===== config.mk =====
export PLATFORM = sky130hd
export DESIGN_NAME = gauss3x3_conv_flat
export DESIGN_NICKNAME = d
export VERILOG_FILES = /design/src/rtl/gauss_pkg.sv /design/src/rtl/gauss3x3_conv_if.sv /design/src/rtl/window3x3.sv /design/src/rtl/gauss3x3_conv.sv /design/src/flat_wrapper.sv
export SDC_FILE = /design/constraint.sdc
export NUM_CORES = 1
export LEC_CHECK = 0
export ABC_AREA = 1
export CORE_MARGIN = 2
export CORE_UTILIZATION = 50
export DETAILED_ROUTE_END_ITERATION = 16
export DONT_BUFFER_PORTS = 1
export GPL_TIMING_DRIVEN = 0
export PLACE_DENSITY = 0.61
export RECOVER_POWER = 25
export SETUP_SLACK_MARGIN = 0.2
export SLEW_MARGIN = 10
export SYNTH_ARGS = -nofsm -noshare
export SYNTH_HDL_FRONTEND = slang
export SYNTH_SLANG_ARGS = --single-unit
export TNS_END_PERCENT = 5

===== constraint.sdc =====
create_clock -name clk -period 10.78 [get_ports clk]
set_input_delay 1.617 -clock clk [delete_from_list [all_inputs] [get_ports clk]]
set_output_delay 1.617 -clock clk [all_outputs]
set_load 0.005 [all_outputs]

===== src/rtl/gauss_pkg.sv =====
// Shared types, kernel weights and arithmetic helpers for the 3x3 Gaussian filter.
package gauss_pkg;

    localparam int unsigned PIX_W    = 8;
    localparam int unsigned SUM_W    = 12;
    localparam int unsigned K_CORNER = 1;
    localparam int unsigned K_EDGE   = 2;
    localparam int unsigned K_CENTRE = 4;
    localparam int unsigned ROUND    = 8;
    localparam int unsigned SHIFT    = 4;

    typedef logic [PIX_W-1:0] pix_t;
    typedef logic [SUM_W-1:0] sum_t;
    // Window taps [row][col]; index 1 is the centre along both axes.
    typedef logic [2:0][2:0][PIX_W-1:0] win_t;

    function automatic int unsigned tap_weight(input int i, input int j);
        if (i == 1 && j == 1) begin
            return K_CENTRE;
        end else if (i == 1 || j == 1) begin
            return K_EDGE;
        end
        return K_CORNER;
    endfunction

    // Full 12-bit accumulation: 255 * 16 = 4080 fits without truncation.
    function automatic sum_t kernel_sum(input win_t w);
        sum_t acc;
        acc = '0;
        for (int i = 0; i < 3; i++) begin
            for (int j = 0; j < 3; j++) begin
                acc = acc + sum_t'(w[i][j]) * sum_t'(tap_weight(i, j));
            end
        end
        return acc;
    endfunction

    function automatic pix_t round_pix(input sum_t s);
        sum_t t;
        t = s + sum_t'(ROUND);
        return pix_t'(t >> SHIFT);
    endfunction

endpackage


===== src/rtl/gauss3x3_conv_if.sv =====
// Column stream in, filtered pixel stream out; no backpressure in either direction.
interface gauss3x3_conv_if;
    import gauss_pkg::*;

    pix_t top;
    pix_t mid;
    pix_t bot;
    logic valid_in;
    pix_t pixel_out;
    logic valid_out;
    logic last_out;

    modport slave (
        input  top,
        input  mid,
        input  bot,
        input  valid_in,
        output pixel_out,
        output valid_out,
        output last_out
    );

    modport master (
        output top,
        output mid,
        output bot,
        output valid_in,
        input  pixel_out,
        input  valid_out,
        input  last_out
    );

endinterface


===== src/rtl/window3x3.sv =====
// 3x3 window of column shift registers plus row/col position counters.
// Qualified/last flags are registered alongside the window they describe.
module window3x3
    import gauss_pkg::*;
#(
    parameter int unsigned W = 9,
    parameter int unsigned H = 6
) (
    input  logic clk,
    input  logic rst_n,
    input  pix_t top_i,
    input  pix_t mid_i,
    input  pix_t bot_i,
    input  logic valid_i,
    output win_t win_o,
    output logic qual_o,
    output logic last_o
);

    localparam int unsigned ColW = $clog2(W);
    localparam int unsigned RowW = $clog2(H);

    logic [2:0][PIX_W-1:0] t_q, t_d;
    logic [2:0][PIX_W-1:0] m_q, m_d;
    logic [2:0][PIX_W-1:0] b_q, b_d;
    logic [ColW-1:0]       col_q, col_d;
    logic [RowW-1:0]       row_q, row_d;
    logic                  qual_q, qual_d;
    logic                  last_q, last_d;
    logic                  col_end;
    logic                  row_end;

    assign col_end = (col_q == ColW'(W - 1));
    assign row_end = (row_q == RowW'(H - 1));

    always_comb begin
        t_d    = t_q;
        m_d    = m_q;
        b_d    = b_q;
        col_d  = col_q;
        row_d  = row_q;
        // Flags use the position of the column being accepted, before increment.
        qual_d = valid_i && (row_q >= RowW'(2)) && (col_q >= ColW'(2));
        last_d = valid_i && row_end && col_end;
        if (valid_i) begin
            t_d = {t_q[1:0], top_i};
            m_d = {m_q[1:0], mid_i};
            b_d = {b_q[1:0], bot_i};
            if (col_end) begin
                col_d = '0;
                row_d = row_end ? '0 : row_q + RowW'(1);
            end else begin
                col_d = col_q + ColW'(1);
            end
        end
    end

    always_ff @(posedge clk or negedge rst_n) begin
        if (!rst_n) begin
            t_q    <= '0;
            m_q    <= '0;
            b_q    <= '0;
            col_q  <= '0;
            row_q  <= '0;
            qual_q <= 1'b0;
            last_q <= 1'b0;
        end else begin
            t_q    <= t_d;
            m_q    <= m_d;
            b_q    <= b_d;
            col_q  <= col_d;
            row_q  <= row_d;
            qual_q <= qual_d;
            last_q <= last_d;
        end
    end

    assign win_o  = {t_q, m_q, b_q};
    assign qual_o = qual_q;
    assign last_o = last_q;

endmodule


===== src/rtl/gauss3x3_conv.sv =====
// 3x3 Gaussian [1 2 1; 2 4 2; 1 2 1]/16 with rounding over a three-row column stream.
// Two registered stages after the window: weighted sum, then round-and-shift.
module gauss3x3_conv
    import gauss_pkg::*;
#(
    parameter int unsigned W = 9,
    parameter int unsigned H = 6
) (
    input  logic            clk,
    input  logic            rst_n,
    gauss3x3_conv_if.slave  stream_io
);

    win_t win;
    logic qual;
    logic last;

    sum_t sum_q, sum_d;
    logic sum_vld_q, sum_vld_d;
    logic sum_last_q, sum_last_d;
    pix_t pix_q, pix_d;
    logic vout_q, vout_d;
    logic lout_q, lout_d;

    window3x3 #(
        .W (W),
        .H (H)
    ) u_window (
        .clk     (clk),
        .rst_n   (rst_n),
        .top_i   (stream_io.top),
        .mid_i   (stream_io.mid),
        .bot_i   (stream_io.bot),
        .valid_i (stream_io.valid_in),
        .win_o   (win),
        .qual_o  (qual),
        .last_o  (last)
    );

    always_comb begin
        sum_d      = kernel_sum(win);
        sum_vld_d  = qual;
        sum_last_d = last;
        pix_d      = round_pix(sum_q);
        vout_d     = sum_vld_q;
        lout_d     = sum_last_q;
    end

    always_ff @(posedge clk or negedge rst_n) begin
        if (!rst_n) begin
            sum_q      <= '0;
            sum_vld_q  <= 1'b0;
            sum_last_q <= 1'b0;
            pix_q      <= '0;
            vout_q     <= 1'b0;
            lout_q     <= 1'b0;
        end else begin
            sum_q      <= sum_d;
            sum_vld_q  <= sum_vld_d;
            sum_last_q <= sum_last_d;
            pix_q      <= pix_d;
            vout_q     <= vout_d;
            lout_q     <= lout_d;
        end
    end

    assign stream_io.pixel_out = pix_q;
    assign stream_io.valid_out = vout_q;
    assign stream_io.last_out  = lout_q;

endmodule


===== src/flat_wrapper.sv =====
// flat-port wrapper written by rule: the top's interface ports become plain ports
module gauss3x3_conv_flat import gauss_pkg::*;
#(
    parameter int unsigned W = 9,
    parameter int unsigned H = 6
)
  (clk, rst_n, stream_io_top, stream_io_mid, stream_io_bot, stream_io_valid_in, stream_io_pixel_out, stream_io_valid_out, stream_io_last_out);
  gauss3x3_conv_if stream_io_i ();
  input  logic clk;
  input  logic rst_n;
  input wire logic [$bits(stream_io_i.top)-1:0] stream_io_top;
  input wire logic [$bits(stream_io_i.mid)-1:0] stream_io_mid;
  input wire logic [$bits(stream_io_i.bot)-1:0] stream_io_bot;
  input wire logic [$bits(stream_io_i.valid_in)-1:0] stream_io_valid_in;
  output wire logic [$bits(stream_io_i.pixel_out)-1:0] stream_io_pixel_out;
  output wire logic [$bits(stream_io_i.valid_out)-1:0] stream_io_valid_out;
  output wire logic [$bits(stream_io_i.last_out)-1:0] stream_io_last_out;
  assign stream_io_i.top = stream_io_top;
  assign stream_io_i.mid = stream_io_mid;
  assign stream_io_i.bot = stream_io_bot;
  assign stream_io_i.valid_in = stream_io_valid_in;
  assign stream_io_pixel_out = stream_io_i.pixel_out;
  assign stream_io_valid_out = stream_io_i.valid_out;
  assign stream_io_last_out = stream_io_i.last_out;
  gauss3x3_conv #(.W(W), .H(H)) u_core (.clk(clk), .rst_n(rst_n), .stream_io(stream_io_i));
endmodule

==> impl_results.md <==
- Die Ht: 111 microns
- Min-delay worst type: reg2reg
- Clock buffer depth: 2
- Most frequent cells in the layout: nand2_1 (218), inv_1 (112), dfrtp_1 (102)
- Post-Syn Instances: 625
- CP Data Required Time: 11020 ps
- Pre-Repair DR Iteration Count: 4
- Total track usage: 19.8%
- Clk Latency, worst-skew pair: 350 ps
- Most used routing layer: met2
- Die width: 111 microns
- Synth-to-layout area growth: 8.28%
- Worst slew pin tran: 657 ps
- Die Area: 12400 sq um
- Placer Congestion: 0.800
- Static leakage: 0.00332 uW
- Met2 Use GR: 32.0%
- Fin. max-slew vios: 0
- Met3 Use GR: 5.55%
- H-tree levels: 3
- Via density: 4.84
- DPL Wire Length: 8.14 mm
- Syn Area/Cell: 9.24 sq um
- Unrepaired setup endpoints after global routing: false
- Layout cells sized above 1: 5.77%
- Fmax: 219 MHz
- Total power: 2000 uW
- Post-CTS setup repair buffer count: 0
- Antenna Violating Nets Remaining: 0
- CTS Buf Count: 9
- Overflow after GRT: 0
- Synthesis Warnings: 0
- Final setup viols: 0
- DRC Markers: 0
- Final worst setup slack: 6210 ps
- Largest net degree at the start of global routing: 103
- Vias in the first global route: 3887
- Setup clock skew after layout: 5.18 ps
- Sequential share of the synthesized area: 44.2%
- DRT Wirelength: 11.0 mm
- Global-route wire length before repair: 19.2 mm
- Pre-CTS setup slack: 6190 ps
- Post_cts resized: 0
- Maximum vdd ir drop: 0.257 mV
- Commonest non-fill, non-tap cell in the layout: nand2_1
- GR met1 Demand/Resource: 27.0%
- Count of unique library cells instantiated by Yosys: 25
- Final period utilization: 42.4%
- Clk slew on worst S/H paths: 70 ps
- Core Rows: 39
- Rel. slew slack: 56.2%
- CP Launch Type: register
- Critical path peak fanout: 3
- Detailed-route via count: 3793
- Crit. End Element: register
- Clk sinks: 102
- Hold_buf cts: 0
- Seq cells post-synth: 102
- Drt wl/cell: 14.0 microns
- CTS tree: built
- Status: complete, no violations
- Non-Filler Instances: 784
- Initial DRC count: 200
- Root Driver: clkbuf_16
- Cell area after synthesis: 5770 sq um
- Maxcap violations: 0
- Core Util, Final: 55.2%
- ANT cells: 0
- WS Path Type: reg2reg
- Power density cells: 319 nW/um^2
- Initial Util: 51.0%
- PortBufs: 0
- NumNets Final: 735
- Syn nets: 724
- Initial antenna violation count: 0
- Top-level port count: 37
- Core Box Area: 11300 sq um
- Cells after DPL: 768
- Setup TNS: 0 ps
- Worst EP arrival: 4810 ps
- Period minus WS final: 4570 ps
- Final Hold Viols: 0
-- stage by stage --
stage / hold slack, ps / instance area [sq um]
global placement: 334 / 5950
finish: 356 / 6250
global route: 367 / 6250
detailed placement: 347 / 5950
floorplan: 331 / 5770
CTS: 362 / 6250
-- final cells by class --
class                           count  area, sq um
Buffer                             16          109
Clock inverter                      7         73.8
Clock buffer                        9          225
Fill cell                        1044         5070
Multi-Input combinational cell    393         2680
Sequential cell                   102         2550
Tap cell                          143          179
Inverter                          114          430
-- cell families (layout without fill, tap and decap cells) --
family,Yosys count,after routing,synth area share [%]
AND/OR/NAND/NOR,258,258,18.1
buffers and inverters,130,146,9.34
flip-flops,102,102,44.2
adder cells (fa/ha/maj),72,72,21.8
AO/OA/AOI/OAI,48,48,4.18
XOR/XNOR,15,15,2.28
-- per-layer routing --
layer	vias to the layer above	wire length, microns
met3	10	396
met4	0	116
met2	52	5220
li1	1884	-
met1	1847	5220
met5	-	0
-- critical path: stages, from the launching register on --
cell,delay (ps)
dfrtp_1,390
ha_1,190
inv_1,50
fa_1,390
xnor2_1,180
fa_1,500
inv_1,70
fa_1,500
fa_1,510
fa_1,480
inv_1,70
ha_1,170
inv_1,60
fa_1,390
inv_1,70
nand2_1,40
nand2_1,110
nand3_1,110
nand3_1,100
nand2_1,60
-- synthesized netlist by cell type --
| library cell | n | area share, % |
|---|---|---|
| or2_1 | 2 | 0.22 |
| nand3_1 | 19 | 1.6 |
| clkbuf_1 | 1 | 0.065 |
| buf_6 | 4 | 0.78 |
| nor2_2 | 1 | 0.11 |
| buf_4 | 2 | 0.26 |
| a21oi_1 | 7 | 0.61 |
| nor2_1 | 9 | 0.59 |
| a31oi_1 | 1 | 0.11 |
| inv_1 | 112 | 7.3 |
| o21ai_1 | 9 | 0.78 |
| fa_1 | 48 | 17 |
| ha_1 | 24 | 5.2 |
| nand4_4 | 1 | 0.37 |
| xor2_1 | 10 | 1.5 |
| nand4_1 | 4 | 0.43 |
| inv_2 | 1 | 0.065 |
| xnor2_1 | 5 | 0.76 |
| nand3b_1 | 2 | 0.26 |
| nor3_2 | 2 | 0.35 |
| dfrtp_1 | 102 | 44 |
| nand2_1 | 218 | 14 |
| inv_4 | 1 | 0.11 |
| buf_2 | 9 | 0.78 |
| o21ai_0 | 31 | 2.7 |
-- where the power goes --
part           leakage, uW  internal, uW  switching, uW  total (uW)
Combinational      0.00192           471            653        1120
Sequential         0.00127           482           59.5         542
Clock             0.000134           180            149         329
-- flip-flops by register name (all words and copies together), names as in the netlist --
signal,count
u_core.sum_q,9
u_core.lout_d,1
u_core.stream_io.valid_out,1
u_core.stream_io.last_out,1
u_core.u_window.last_o,1
u_core.u_window.win_o,72
u_core.sum_vld_q,1
u_core.u_window.row_q,3
u_core.u_window.qual_o,1
u_core.u_window.col_q,4
u_core.stream_io.pixel_out,8
-- worst paths after layout --
path / start / endpoint / slack, ps / cells past startpoint
worst max register to register: u_core.u_window.win_o[1] / u_core.sum_q[11] / 6210 / 19
max in group asynchronous: rst_n / u_core.u_window.win_o[13] / 9690 / 0
worst min-delay path: u_core.lout_d / u_core.stream_io.last_out / 360 / 0
worst max-delay path: u_core.u_window.win_o[1] / u_core.sum_q[11] / 6210 / 19
worst min register to register: u_core.lout_d / u_core.stream_io.last_out / 360 / 0
min in group asynchronous: rst_n / u_core.sum_q[11] / 950 / 0
Note: power is estimated with default switching activity, not from simulation.
